==> config.mk <==
export PLATFORM = sky130hd
export DESIGN_NAME = axi4_lite_arbiter
export DESIGN_NICKNAME = d
export VERILOG_FILES = /design/src/rtl/axi4_lite_arbiter.sv
export SDC_FILE = /design/constraint.sdc
export NUM_CORES = 1
export LEC_CHECK = 0
export ABC_CLOCK_PERIOD_IN_PS = 1700
export BUFFER_PORTS_ARGS = -buffer_cell sky130_fd_sc_hd__buf_2
export CORE_AREA = 3 3 121 123
export DETAILED_ROUTE_END_ITERATION = 10
export DIE_AREA = 0 0 124 126
export PLACE_DENSITY = 0.77
export SLEW_MARGIN = 40
export SYNTH_ARGS = -nofsm -noshare
export SYNTH_HDL_FRONTEND = slang
export SYNTH_SLANG_ARGS = --single-unit
==> constraint.sdc <==
create_clock -name clk -period 1.7 [get_ports clk]
set_input_delay 0.085 -clock clk [delete_from_list [all_inputs] [get_ports clk]]
set_output_delay 0.085 -clock clk [all_outputs]
set_load 0.01 [all_outputs]
==> src/rtl/axi4_lite_arbiter.sv <==
// Two-requester (fetch/data) arbiter onto one AXI4-Lite-style manager port; 0-cycle grant, owner held until mgr_busy drops.
// Latency: zero added (winner forwarded combinationally). Backpressure: mgr_busy to owner, pN_busy=request to loser.
// Optional AXI_ARB_ROUND_ROBIN_EN: ties alternate via rr_last instead of fixed port-1 priority.
`ifndef DEFAULT_AXI_ADDR_WIDTH
`define DEFAULT_AXI_ADDR_WIDTH 32
`endif

module axi4_lite_arbiter #(
    parameter int ADDR_WIDTH = `DEFAULT_AXI_ADDR_WIDTH
) (
    input  logic                  clk,
    input  logic                  rst_n,
    input  logic                  p0_rd_en,
    input  logic                  p0_wr_en,
    input  logic [ADDR_WIDTH-1:0] p0_addr,
    input  logic [31:0]           p0_wr_data,
    input  logic [3:0]            p0_wr_strobe,
    output logic [31:0]           p0_rd_data,
    output logic                  p0_access_fault,
    output logic                  p0_busy,
    input  logic                  p1_rd_en,
    input  logic                  p1_wr_en,
    input  logic [ADDR_WIDTH-1:0] p1_addr,
    input  logic [31:0]           p1_wr_data,
    input  logic [3:0]            p1_wr_strobe,
    output logic [31:0]           p1_rd_data,
    output logic                  p1_access_fault,
    output logic                  p1_busy,
    output logic                  mgr_rd_en,
    output logic                  mgr_wr_en,
    output logic [ADDR_WIDTH-1:0] mgr_addr,
    output logic [31:0]           mgr_wr_data,
    output logic [3:0]            mgr_wr_strobe,
    input  logic [31:0]           mgr_rd_data,
    input  logic                  mgr_access_fault,
    input  logic                  mgr_busy
);

    typedef struct packed {
        logic                  rd;
        logic                  wr;
        logic [ADDR_WIDTH-1:0] addr;
        logic [31:0]           data;
        logic [3:0]            strb;
    } req_t;

    typedef enum logic [1:0] {
        IDLE   = 2'd0,
        GRANT0 = 2'd1,
        GRANT1 = 2'd2
    } state_t;

    state_t state_q, state_d;
    req_t   lat_q, lat_d;
    req_t   live0, live1, mgr_req;
    logic   req0, req1, pick1, own0, own1;

`ifdef AXI_ARB_ROUND_ROBIN_EN
    logic rr_last_q, rr_last_d;
`endif

    assign live0 = '{rd: p0_rd_en, wr: p0_wr_en, addr: p0_addr, data: p0_wr_data, strb: p0_wr_strobe};
    assign live1 = '{rd: p1_rd_en, wr: p1_wr_en, addr: p1_addr, data: p1_wr_data, strb: p1_wr_strobe};
    assign req0  = p0_rd_en | p0_wr_en;
    assign req1  = p1_rd_en | p1_wr_en;

    always_comb begin
        state_d = state_q;
        lat_d   = lat_q;
        mgr_req = '0;
        own0    = 1'b0;
        own1    = 1'b0;
`ifdef AXI_ARB_ROUND_ROBIN_EN
        // On a tie the port that did not complete last goes first.
        pick1   = req1 & (~req0 | ~rr_last_q);
`else
        pick1   = req1;
`endif
        case (state_q)
            IDLE: begin
                if (req0 | req1) begin
                    mgr_req = pick1 ? live1 : live0;
                    lat_d   = mgr_req;
                    own0    = ~pick1;
                    own1    = pick1;
                    if (mgr_busy) begin
                        state_d = pick1 ? GRANT1 : GRANT0;
                    end
                end
            end
            GRANT0: begin
                mgr_req = lat_q;
                own0    = 1'b1;
                if (!mgr_busy) begin
                    state_d = IDLE;
                end
            end
            GRANT1: begin
                mgr_req = lat_q;
                own1    = 1'b1;
                if (!mgr_busy) begin
                    state_d = IDLE;
                end
            end
            default: begin
                state_d = IDLE;
            end
        endcase
    end

`ifdef AXI_ARB_ROUND_ROBIN_EN
    always_comb begin
        rr_last_d = rr_last_q;
        if ((own0 | own1) && !mgr_busy) begin
            rr_last_d = own1;
        end
    end
`endif

    always_ff @(posedge clk or negedge rst_n) begin
        if (!rst_n) begin
            state_q   <= IDLE;
            lat_q     <= '0;
`ifdef AXI_ARB_ROUND_ROBIN_EN
            rr_last_q <= 1'b0;
`endif
        end else begin
            state_q   <= state_d;
            lat_q     <= lat_d;
`ifdef AXI_ARB_ROUND_ROBIN_EN
            rr_last_q <= rr_last_d;
`endif
        end
    end

    // Outputs are forced low while reset is held, even though requests are live.
    assign mgr_rd_en       = rst_n & mgr_req.rd;
    assign mgr_wr_en       = rst_n & mgr_req.wr;
    assign mgr_addr        = rst_n ? mgr_req.addr : '0;
    assign mgr_wr_data     = rst_n ? mgr_req.data : '0;
    assign mgr_wr_strobe   = rst_n ? mgr_req.strb : '0;

    assign p0_busy         = rst_n & (own0 ? mgr_busy : req0);
    assign p0_rd_data      = (rst_n & own0) ? mgr_rd_data : '0;
    assign p0_access_fault = rst_n & own0 & mgr_access_fault;
    assign p1_busy         = rst_n & (own1 ? mgr_busy : req1);
    assign p1_rd_data      = (rst_n & own1) ? mgr_rd_data : '0;
    assign p1_access_fault = rst_n & own1 & mgr_access_fault;

endmodule
==> results of run 1 <==
[routing by layer]
metal | global-route usage, % | up-vias
li1 | - | 2691
met1 | 26.7 | 2724
met2 | 43.4 | 253
met3 | 4.00 | 27
met4 | 5.41 | 0
met5 | 0 | -
[layout make-up]
| type | count | area (um2) |
|---|---|---|
| fillers | 1077 | 4830 |
| flip-flops and latches | 72 | 1800 |
| clock buffers | 10 | 239 |
| well taps | 180 | 225 |
| multi-input cells | 447 | 3490 |
| clock inverters | 6 | 90.1 |
| repair buffers | 381 | 3080 |
| inverters | 4 | 15.0 |
| diodes | 1 | 2.50 |
[power by group]
| part | leakage [nW] | internal [mW] | switching [mW] |
|---|---|---|---|
| combinational | 3.48 | 4.33 | 4.48 |
| sequential | 0.870 | 2.58 | 0.446 |
| clock | 0.159 | 1.33 | 0.761 |
[state kept, by name (all words and copies together), names as in the netlist]
name     flops
lat_q       70
state_q      2
[worst max-delay path by stage]
stage	start	endpoint
floorplan	state_q[0]$_DFFE_PN0P_	p0_rd_data[10]
global placement	state_q[0]$_DFFE_PN0P_	p0_rd_data[24]
detailed placement	state_q[0]$_DFFE_PN0P_	p0_rd_data[24]
CTS	state_q[0]$_DFFE_PN0P_	mgr_addr[2]
global route	state_q[0]$_DFFE_PN0P_	p0_rd_data[29]
finish	state_q[0]$_DFFE_PN0P_	p0_rd_data[25]
[worst register-to-register path: stages, from the launching register on]
cell and delay [ns]:
dfrtp_1 0.39, inv_2 0.09, ha_4 0.14, buf_6 0.10, buf_4 0.15, o41ai_4 0.11
buf_6 0.16, buf_4 0.17, o21ai_0 0.22
[repair_timing]
item,CTS,global route
setup buffers,12,4
endpoints found under the hold margin,63,0
hold buffers,1,0
pin swaps,3,39
resized for setup,79,143
cloned,13,6
setup endpoints to repair,137,174
[metrics by stage]
step                cell area, um2  utilization (%)
global placement              6860             49.8
detailed placement            6880             50.0
CTS                           8080             58.7
global route                  8940             64.9
finish                        8940             64.9
floorplan                     4990                -
[logic make-up after synthesis]
| kind of cell | synth area share [%] |
|---|---|
| AND/OR/NAND/NOR | 21.4 |
| multiplexers | 14.4 |
| AO/OA/AOI/OAI | 18.9 |
| flip-flops | 38.1 |
| buffers and inverters | 6.16 |
| adder cells (fa/ha/maj) | 1.06 |
[layout by cell type (no fill, tap or decap), types with 13 or more instances in the layout]
cell type / count
buf_4: 28
nand2_1: 145
buf_6: 84
o22ai_4: 19
o21ai_0: 71
dfrtp_1: 72
mux2i_1: 68
o22ai_2: 48
and2_4: 62
buf_2: 238
clkbuf_16: 13
==> flow_summary.rst, run 1 <==
.. list-table::
   :header-rows: 1

   * - Metric
     - Value
   * - Result of the run
     - complete, but fails checks
   * - Failing checks
     - setup timing
   * - Maximum clock frequency
     - 475 MHz
   * - Buffer levels on the longest clock path
     - 2
   * - Overall die width
     - 124 um
   * - Delay of the slowest cell on the worst path
     - 0.39 ns
   * - Worst hold slack
     - 0.0678 ns
   * - Post-synth top cells
     - 145 x nand2_1, 72 x dfrtp_1, 71 x o21ai_0
   * - Sum of negative setup slack
     - -49.56 ns
   * - Net count after synthesis
     - 755
   * - Reg2reg setup slack
     - 0.08 ns
   * - Post-synth EDFFs
     - 0
   * - Detailed router's first-iteration violation count
     - 267
   * - Peak supply drop
     - 738 uV
   * - Tot Pwr
     - 13.9 mW
   * - Cell row count
     - 43
   * - Final count of pins violating max slew
     - 0
   * - Area share of the largest cell type after synthesis
     - 38.1%
   * - Overall die area
     - 15600 um2
   * - Number of standard cells after synthesis
     - 575
   * - Crit path arrival time
     - 2.02 ns
   * - Routed met1 length
     - 7.84 mm
   * - Via Count
     - 5695
   * - CP Max Fanout
     - 11
   * - Worst hold path class
     - in -> reg
   * - Clock root buffer
     - clkbuf_16
   * - Remaining antenna violation count
     - 0
   * - FF+latch count, synth
     - 72
   * - Critical path capture point type
     - primary output
   * - Leading area contributor after synthesis
     - dfrtp_1
   * - Via count of the first global-routing pass
     - 5235
   * - Initial core utilization
     - 34.4%
   * - Worst clock skew
     - 0.0132 ns
   * - Final weighted congestion in routability-driven placement
     - 0.791
   * - R2r endpoint
     - lat_q[31]$_DFFE_PN0P_
   * - Syn Std Cell Area
     - 4730 um2
   * - Most area-consuming cells after synthesis
     - dfrtp_1 38%, mux2i_1 14%, nand2_1 12%, o22ai_1 9.0%, and2_1 8.7%
   * - Fraction of layout cells with a size suffix above 1
     - 59.1%
   * - Final routed wire length divided by cell count
     - 18.8 um
   * - Asr flop ratio synth
     - 100%
   * - Warning count from the yosys run
     - 0
   * - I/O pin cnt
     - 314
   * - Post-route setup slack
     - -0.405 ns
   * - Leakage power summed over all cells
     - 4.51 nW
   * - Pre-CTS worst setup slack
     - -0.398 ns
   * - Post-DP HPWL
     - 12.4 mm
   * - Remaining Overflow, GRT
     - 0
   * - Hold Path Stages
     - 2
   * - Final Hold Violating Endpoints
     - 0
   * - Part of the Yosys area used for sequential elements
     - 38.1%
   * - Wire length on met3
     - 1.41 mm
   * - Non-Filler Instances
     - 1101
   * - Post-route DRC
     - 0
   * - H-tree depth
     - 3
   * - Tightest slew margin relative to the limit
     - 54.2%
   * - CTS tree
     - done
   * - Most used flip-flop cell after synthesis
     - dfrtp_1
   * - Clk pin slew, worst setup/hold paths
     - 0.05 ns
   * - Via/cell ratio
     - 5.17
   * - Number of different library cells in the post-synthesis netlist
     - 27
   * - Hold Path Origin
     - mgr_busy
   * - CP Buf/Inv Count
     - 4
   * - Average footprint of a synthesized cell
     - 8.23 um2
   * - CP max stage cell
     - dfrtp_1
   * - Port-buffer cells
     - 313
   * - Worst-Skew Late Latency
     - 0.33 ns
   * - Cell class contributing the biggest share of worst-path delay
     - buffers and inverters
   * - Worst setup SP type
     - register
   * - Tot GR Track Use
     - 23.1%
   * - Clock sink count
     - 72
   * - Power density of the placed cells
     - 1560 nW/um2
   * - Routed wire length
     - 20.8 mm
   * - Share of the clock period used by the worst path
     - 124%
   * - WL met2
     - 11.1 mm
   * - WP depth
     - 8
   * - Cell total after placement
     - 1048
   * - Top metal layer carrying routed signals
     - met4
   * - Slew @ Worst Pin
     - 0.686 ns
   * - Final critical delay including setup and external delays
     - 2.10 ns
   * - Logic depth of the worst register-to-register path
     - 8
   * - CP Data Required Time
     - 1.62 ns
   * - Setup repair after global routing missed its margin
     - yes
   * - Worst Setup Path Type
     - reg -> out
   * - Area added between synthesis and finish
     - 88.9%
   * - Pin count of the biggest net entering global routing
     - 73
   * - Core Area
     - 13800 um2
   * - Max-cap viol count
     - 0
   * - First-pass GRT wire length
     - 27.8 mm
   * - Die height
     - 126 um
   * - Most common cell in the netlist
     - nand2_1
   * - Critical Path, Cell by Cell
     - buf_6 > buf_4 > ha_4 > o31ai_4 > a21oi_4 > buf_12 > and2_4 > buf_2
   * - Net count, final
     - 1095
   * - Number of clock buffers inserted by TritonCTS
     - 9
   * - Number of detailed-route iterations in the first pass
     - 4
   * - Min-Delay Endpoint
     - state_q[0]$_DFFE_PN0P_
   * - Crit Reg-Reg Startpoint
     - state_q[1]$_DFFE_PN0P_
   * - Setup-violating endpoint count in the final report
     - 137
   * - Initial antenna violation count
     - 0
No activity file was read; power rests on OpenSTA's default activity.
==> inputs of run 2 (changes only) <==
Settings changed: ABC_CLOCK_PERIOD_IN_PS 1700 to 2380, CORE_AREA 3 3 121 123 to 3 3 120 122, DIE_AREA 0 0 124 126 to 0 0 123 125, PLACE_DENSITY 0.77 to 0.76.
Clock period 1.7 ns to 2.38 ns, I/O delays scaled along.
==> run 2 against run 1 <==
  * The flow now finishes without violations
  * Register-to-register slack improved by 0.53 ns
  * Via count fell by 11%
  * Clock skew decreased by 0.0015 ns
  * Combinational power fell by 58%
  * Largest cell class unchanged
  * Highest routed layer is now met5
  * Flip-flop and latch count unchanged
  * Core utilization decreased by 14 points
  * Critical path type unchanged
  * Power fell by 48%
  * Global-route usage down 3.8 points
==> flow_summary.rst, run 2 (synthesized netlist as in run 1, its figures left out) <==
.. list-table::
   :header-rows: 1

   * - Metric
     - Value
   * - Max reg flops
     - 70
   * - Worst clock skew
     - 0.0117 ns
   * - Initial antenna violation count
     - 1
   * - Worst setup SP type
     - register
   * - Clock root buffer
     - clkbuf_16
   * - Diodes inserted
     - 0
   * - Critical path capture point type
     - primary output
   * - Worst hold path class
     - in -> reg
   * - Share of the clock period used by the worst path
     - 93.6%
   * - Overall die area
     - 15400 um2
   * - Most frequent standard cell in the layout excluding fill and tap cells
     - buf_2
   * - Pre-CTS worst setup slack
     - 0.360 ns
   * - Buffer levels on the longest clock path
     - 2
   * - Top library cells by usage in the layout, fill and taps aside
     - 312 x buf_2, 145 x nand2_1, 72 x dfrtp_1
   * - Core Area
     - 13300 um2
   * - Slew @ Worst Pin
     - 0.786 ns
   * - Tightest slew margin relative to the limit
     - 47.6%
   * - Setup-violating endpoint count in the final report
     - 0
   * - Maximum clock frequency
     - 449 MHz
   * - Post-DP HPWL
     - 11.5 mm
   * - Final weighted congestion in routability-driven placement
     - 0.752
   * - Net count, final
     - 1040
   * - Via Count
     - 5097
   * - Final routed wire length divided by cell count
     - 14.7 um
   * - Port-buffer cells
     - 313
   * - Sum of negative setup slack
     - 0 ns
   * - Remaining Overflow, GRT
     - 0
   * - Result of the run
     - complete, no violations
   * - I/O pin cnt
     - 314
   * - Number of clock buffers inserted by TritonCTS
     - 9
   * - Pin count of the biggest net entering global routing
     - 83
   * - Number of post-CTS setup repair buffers
     - 0
   * - Max-cap viol count
     - 0
   * - Detailed router's first-iteration violation count
     - 297
   * - Routed wire length
     - 15.3 mm
   * - Largest register by flop count
     - lat_q
   * - Die height
     - 125 um
   * - Remaining antenna violation count
     - 0
   * - Tot GR Track Use
     - 19.3%
   * - Via count of the first global-routing pass
     - 4824
   * - Clock sink count
     - 72
   * - Worst-Skew Late Latency
     - 0.33 ns
   * - Fraction of layout cells with a size suffix above 1
     - 40.5%
   * - Initial core utilization
     - 35.6%
   * - Cell row count
     - 42
   * - CP Max Fanout
     - 41
   * - Post-route setup slack
     - 0.152 ns
   * - Final count of pins violating max slew
     - 0
   * - Clk pin slew, worst setup/hold paths
     - 0.06 ns
   * - Final Hold Violating Endpoints
     - 0
   * - Via/cell ratio
     - 4.90
   * - H-tree depth
     - 3
   * - First-pass GRT wire length
     - 24.0 mm
   * - CP Data Required Time
     - 2.26 ns
   * - Tot Pwr
     - 7.19 mW
   * - Crit path arrival time
     - 2.11 ns
   * - Power density of the placed cells
     - 1070 nW/um2
   * - Area added between synthesis and finish
     - 41.8%
   * - Setup repair after global routing missed its margin
     - no
   * - Final critical delay including setup and external delays
     - 2.23 ns
   * - Number of detailed-route iterations in the first pass
     - 4
   * - Leakage power summed over all cells
     - 3.72 nW
   * - Biggest registers after layout
     - lat_q (70), state_q (2)
   * - Overall die width
     - 123 um
   * - Worst Setup Path Type
     - reg -> out
   * - Post-route DRC
     - 0
   * - CTS tree
     - done
   * - Peak supply drop
     - 547 uV
## run 2: changes by cell type in the layout (fill, tap and decap cells not counted), sizes merged
cell	previous run	this run
a21oi	5	4
buf	375	326
bufbuf	1	0
bufinv	2	1
clkbuf	14	10
diode	1	0
## run 2: critical path, stage by stage, from the launching register on
cell      delay, ns
dfrtp_1        0.42
ha_1           0.22
nand2b_2       0.18
a211o_2        0.31
buf_4          0.26
o22ai_1        0.19
buf_2          0.16
## run 2: routing by layer
layer | track usage, % | vias to the layer above | share of wire, %
met5 | 0 | - | 0.085
met4 | 4.76 | 2 | 0.98
met3 | 4.07 | 14 | 7.5
met2 | 34.7 | 198 | 52
met1 | 23.2 | 2323 | 40
li1 | - | 2560 | -
## run 2: final cells by class
| type | count | area, um2 |
|---|---|---|
| repair buffers | 327 | 1710 |
| clock inverters | 5 | 56.3 |
| clock buffers | 10 | 239 |
| inverters | 4 | 15.0 |
| multi-input cells | 446 | 2670 |
| well taps | 176 | 220 |
| flip-flops and latches | 72 | 1800 |
| fillers | 1348 | 6590 |
## run 2: power breakdown
part           switching (mW)  total [mW]  leakage (nW)  internal, mW
Sequential              0.312        2.15         0.870          1.84
Combinational            2.26        3.69          2.71          1.43
Clock                   0.518        1.35         0.145         0.834
## run 2: path summary, 6_finish.rpt
check	cells after the start	start	slack [ns]	to
max in group asynchronous	3	rst_n	1.32	lat_q[38]$_DFFE_PN0P_
max	6	state_q[0]$_DFFE_PN0P_	0.15	mgr_addr[27]
min	3	p0_wr_data[9]	0.10	lat_q[13]$_DFFE_PN0P_
min reg2reg	2	lat_q[69]$_DFFE_PN0P_	0.47	lat_q[69]$_DFFE_PN0P_
min in group asynchronous	3	rst_n	0.59	lat_q[28]$_DFFE_PN0P_
max reg2reg	6	state_q[1]$_DFFE_PN0P_	0.61	state_q[1]$_DFFE_PN0P_
## run 2: timing repair
action,in CTS,in global routing
hold buffers,1,0
endpoints found under the hold margin,27,0
endpoints found under the setup margin,0,37
resized for setup,0,4
## run 2: metrics by stage
step                cell area [um2]  util, %  std cells  hold WS, ns
floorplan                      4730        -        575       -0.177
global placement               6390     48.0       1024        0.427
detailed placement             6390     48.1       1024        0.357
CTS                            6700     50.4       1040       0.0920
global route                   6710     50.5       1040        0.111
finish                         6710     50.5       1040        0.103
==> inputs of run 3 (changes only) <==
Settings changed: CORE_AREA 3 3 120 122 to 5 5 119 121, DIE_AREA 0 0 123 125 to 0 0 124 126, PLACE_DENSITY 0.76 to 0.79.
==> run 3 against run 2 <==
  * Clock power about the same
  * Global-route usage is 0.18 points lower
  * Maximum frequency decreased by 1.6%
  * Combinational power rose by 1%
  * Final cell count about the same
  * Clock skew shrank 0.0066 ns
  * Register-to-register slack gained 0.06 ns
  * Critical path depth increased by 1
  * Flip-flop and latch count unchanged
  * Clock-buffer cell count unchanged
  * Sequential share of layout area fell by 0.19 points
==> flow_summary.rst, run 3 (synthesized netlist as in run 1, its figures left out) <==
.. list-table::
   :header-rows: 1

   * - Metric
     - Value
   * - Clock sink count
     - 72
   * - Worst clock skew
     - 0.00515 ns
   * - Final weighted congestion in routability-driven placement
     - 0.794
   * - Placed instance area
     - 6400 um2
   * - Most frequent standard cell in the layout excluding fill and tap cells
     - buf_2
   * - Largest register by flop count
     - lat_q
   * - Number of clock buffers inserted by TritonCTS
     - 9
   * - Reg2reg setup slack
     - 0.67 ns
   * - Via count of the first global-routing pass
     - 4783
   * - Pre-CTS worst setup slack
     - 0.298 ns
   * - Diodes inserted
     - 0
   * - WP depth
     - 7
   * - Routed wire length
     - 16.0 mm
   * - Crit Reg-Reg Startpoint
     - state_q[0]$_DFFE_PN0P_
   * - Number of detailed-route iterations in the first pass
     - 4
   * - Core Area
     - 13000 um2
   * - Pin count of the biggest net entering global routing
     - 73
   * - H-tree depth
     - 3
   * - Slew @ Worst Pin
     - 0.770 ns
   * - Non-Filler Instances
     - 1041
   * - Leakage power summed over all cells
     - 3.74 nW
   * - Cell class contributing the biggest share of worst-path delay
     - simple AND/OR/NAND/NOR gates
   * - Initial core utilization
     - 36.5%
   * - I/O pin cnt
     - 314
   * - Die height
     - 126 um
   * - CP Max Fanout
     - 10
   * - Worst hold slack
     - 0.104 ns
   * - CP max stage cell
     - dfrtp_1
   * - Clk pin slew, worst setup/hold paths
     - 0.06 ns
   * - Worst-Skew Late Latency
     - 0.32 ns
   * - Critical Path, Cell by Cell
     - inv_2 > ha_4 > or3b_1 > a21oi_4 > buf_4 > and2_1 > buf_2
   * - Tightest slew margin relative to the limit
     - 48.7%
   * - Max-cap viol count
     - 0
   * - CP Data Required Time
     - 2.26 ns
   * - First-pass GRT wire length
     - 23.9 mm
   * - Worst hold path class
     - in -> reg
   * - Area added between synthesis and finish
     - 42.8%
   * - Via/cell ratio
     - 4.92
   * - Tot GR Track Use
     - 19.1%
   * - Tot Pwr
     - 7.23 mW
   * - Cell row count
     - 42
   * - Clock root buffer
     - clkbuf_16
   * - Delay of the slowest cell on the worst path
     - 0.43 ns
   * - Port-buffer cells
     - 313
   * - Maximum clock frequency
     - 442 MHz
   * - Cell total after placement
     - 1023
   * - R2r endpoint
     - state_q[1]$_DFFE_PN0P_
   * - Power density of the placed cells
     - 1070 nW/um2
   * - Share of the clock period used by the worst path
     - 95.1%
   * - Crit path arrival time
     - 2.14 ns
   * - Final count of pins violating max slew
     - 0
   * - Top library cells by usage in the layout, fill and taps aside
     - 312 x buf_2, 145 x nand2_1, 72 x dfrtp_1
   * - Final critical delay including setup and external delays
     - 2.26 ns
   * - Logic depth of the worst register-to-register path
     - 6
   * - Start point of the critical path
     - state_q[1]$_DFFE_PN0P_
   * - Biggest registers after layout
     - lat_q (70), state_q (2)
   * - Overall die width
     - 124 um
   * - CTS tree
     - done
   * - Final routed wire length divided by cell count
     - 15.4 um
   * - Post-DP HPWL
     - 12.1 mm
   * - Result of the run
     - complete, no violations
   * - Capturing instance or port of the critical path
     - p0_rd_data[1]
   * - Post-route DRC
     - 0
   * - Fraction of layout cells with a size suffix above 1
     - 40.6%
   * - Via Count
     - 5125
   * - Final Hold Violating Endpoints
     - 0
   * - Peak supply drop
     - 469 uV
   * - Max reg flops
     - 70
   * - Net count, final
     - 1041
   * - Post-route setup slack
     - 0.116 ns
   * - Worst setup SP type
     - register
   * - Detailed router's first-iteration violation count
     - 267
   * - Setup repair after global routing missed its margin
     - no
   * - Critical path capture point type
     - primary output
   * - Sum of negative setup slack
     - 0 ns
   * - Remaining antenna violation count
     - 0
   * - Remaining Overflow, GRT
     - 0
   * - Post-layout utilization of the core
     - 52.1%
   * - Post-route cell area
     - 6760 um2
   * - Buffer levels on the longest clock path
     - 2
   * - Initial antenna violation count
     - 0
   * - CP Buf/Inv Count
     - 3
   * - Worst Setup Path Type
     - reg -> out
   * - Setup-violating endpoint count in the final report
     - 0
   * - Number of post-CTS setup repair buffers
     - 0
   * - Overall die area
     - 15600 um2
-- run 3: final cells by class --
cell class	instances	area, um2
clock buffers	10	239
clock inverters	5	56.3
fillers	1251	6220
inverters	4	15.0
multi-input cells	446	2680
flip-flops and latches	72	1800
well taps	176	220
repair buffers	328	1740
-- run 3: timing repair --
item,CTS,global route
pin swaps,0,3
setup endpoints to repair,39,44
gates resized for setup,3,8
hold buffers,1,0
gates cloned,0,2
endpoints found under the hold margin,72,0
-- run 3: power breakdown --
group	switching [mW]	leakage [nW]	total, mW	internal (mW)
Clock	0.500	0.145	1.33	0.834
Combinational	2.27	2.72	3.73	1.46
Sequential	0.322	0.870	2.16	1.84
Total	3.09	3.74	7.23	4.14
-- run 3: worst min-delay path by stage --
stage | start | endpoint | cells after the start
3_3_place_gp | rst_n | state_q[0]$_DFFE_PN0P_ | 1
3_5_place_dp | rst_n | state_q[0]$_DFFE_PN0P_ | 1
5_1_grt | p1_wr_data[8] | lat_q[12]$_DFFE_PN0P_ | 3
2_1_floorplan | rst_n | lat_q[0]$_DFFE_PN0P_ | 0
4_1_cts | p0_addr[20] | lat_q[56]$_DFFE_PN0P_ | 3
6_report | p0_addr[20] | lat_q[56]$_DFFE_PN0P_ | 3
-- run 3: tightest hold or removal path, stage by stage --
cell and delay (ns):
buf_2 0.07, mux2i_1 0.06, o21ai_0 0.13
-- run 3: layer usage --
| metal | GRT usage, % | vias to the layer above | wire, um | share of wire, % |
|---|---|---|---|---|
| li1 | - | 2560 | - | - |
| met1 | 22.0 | 2346 | 6080 | 38 |
| met2 | 35.5 | 210 | 8380 | 52 |
| met3 | 4.22 | 9 | 1410 | 8.8 |
| met4 | 4.38 | 0 | 147 | 0.92 |
| met5 | 0 | - | 0 | 0 |
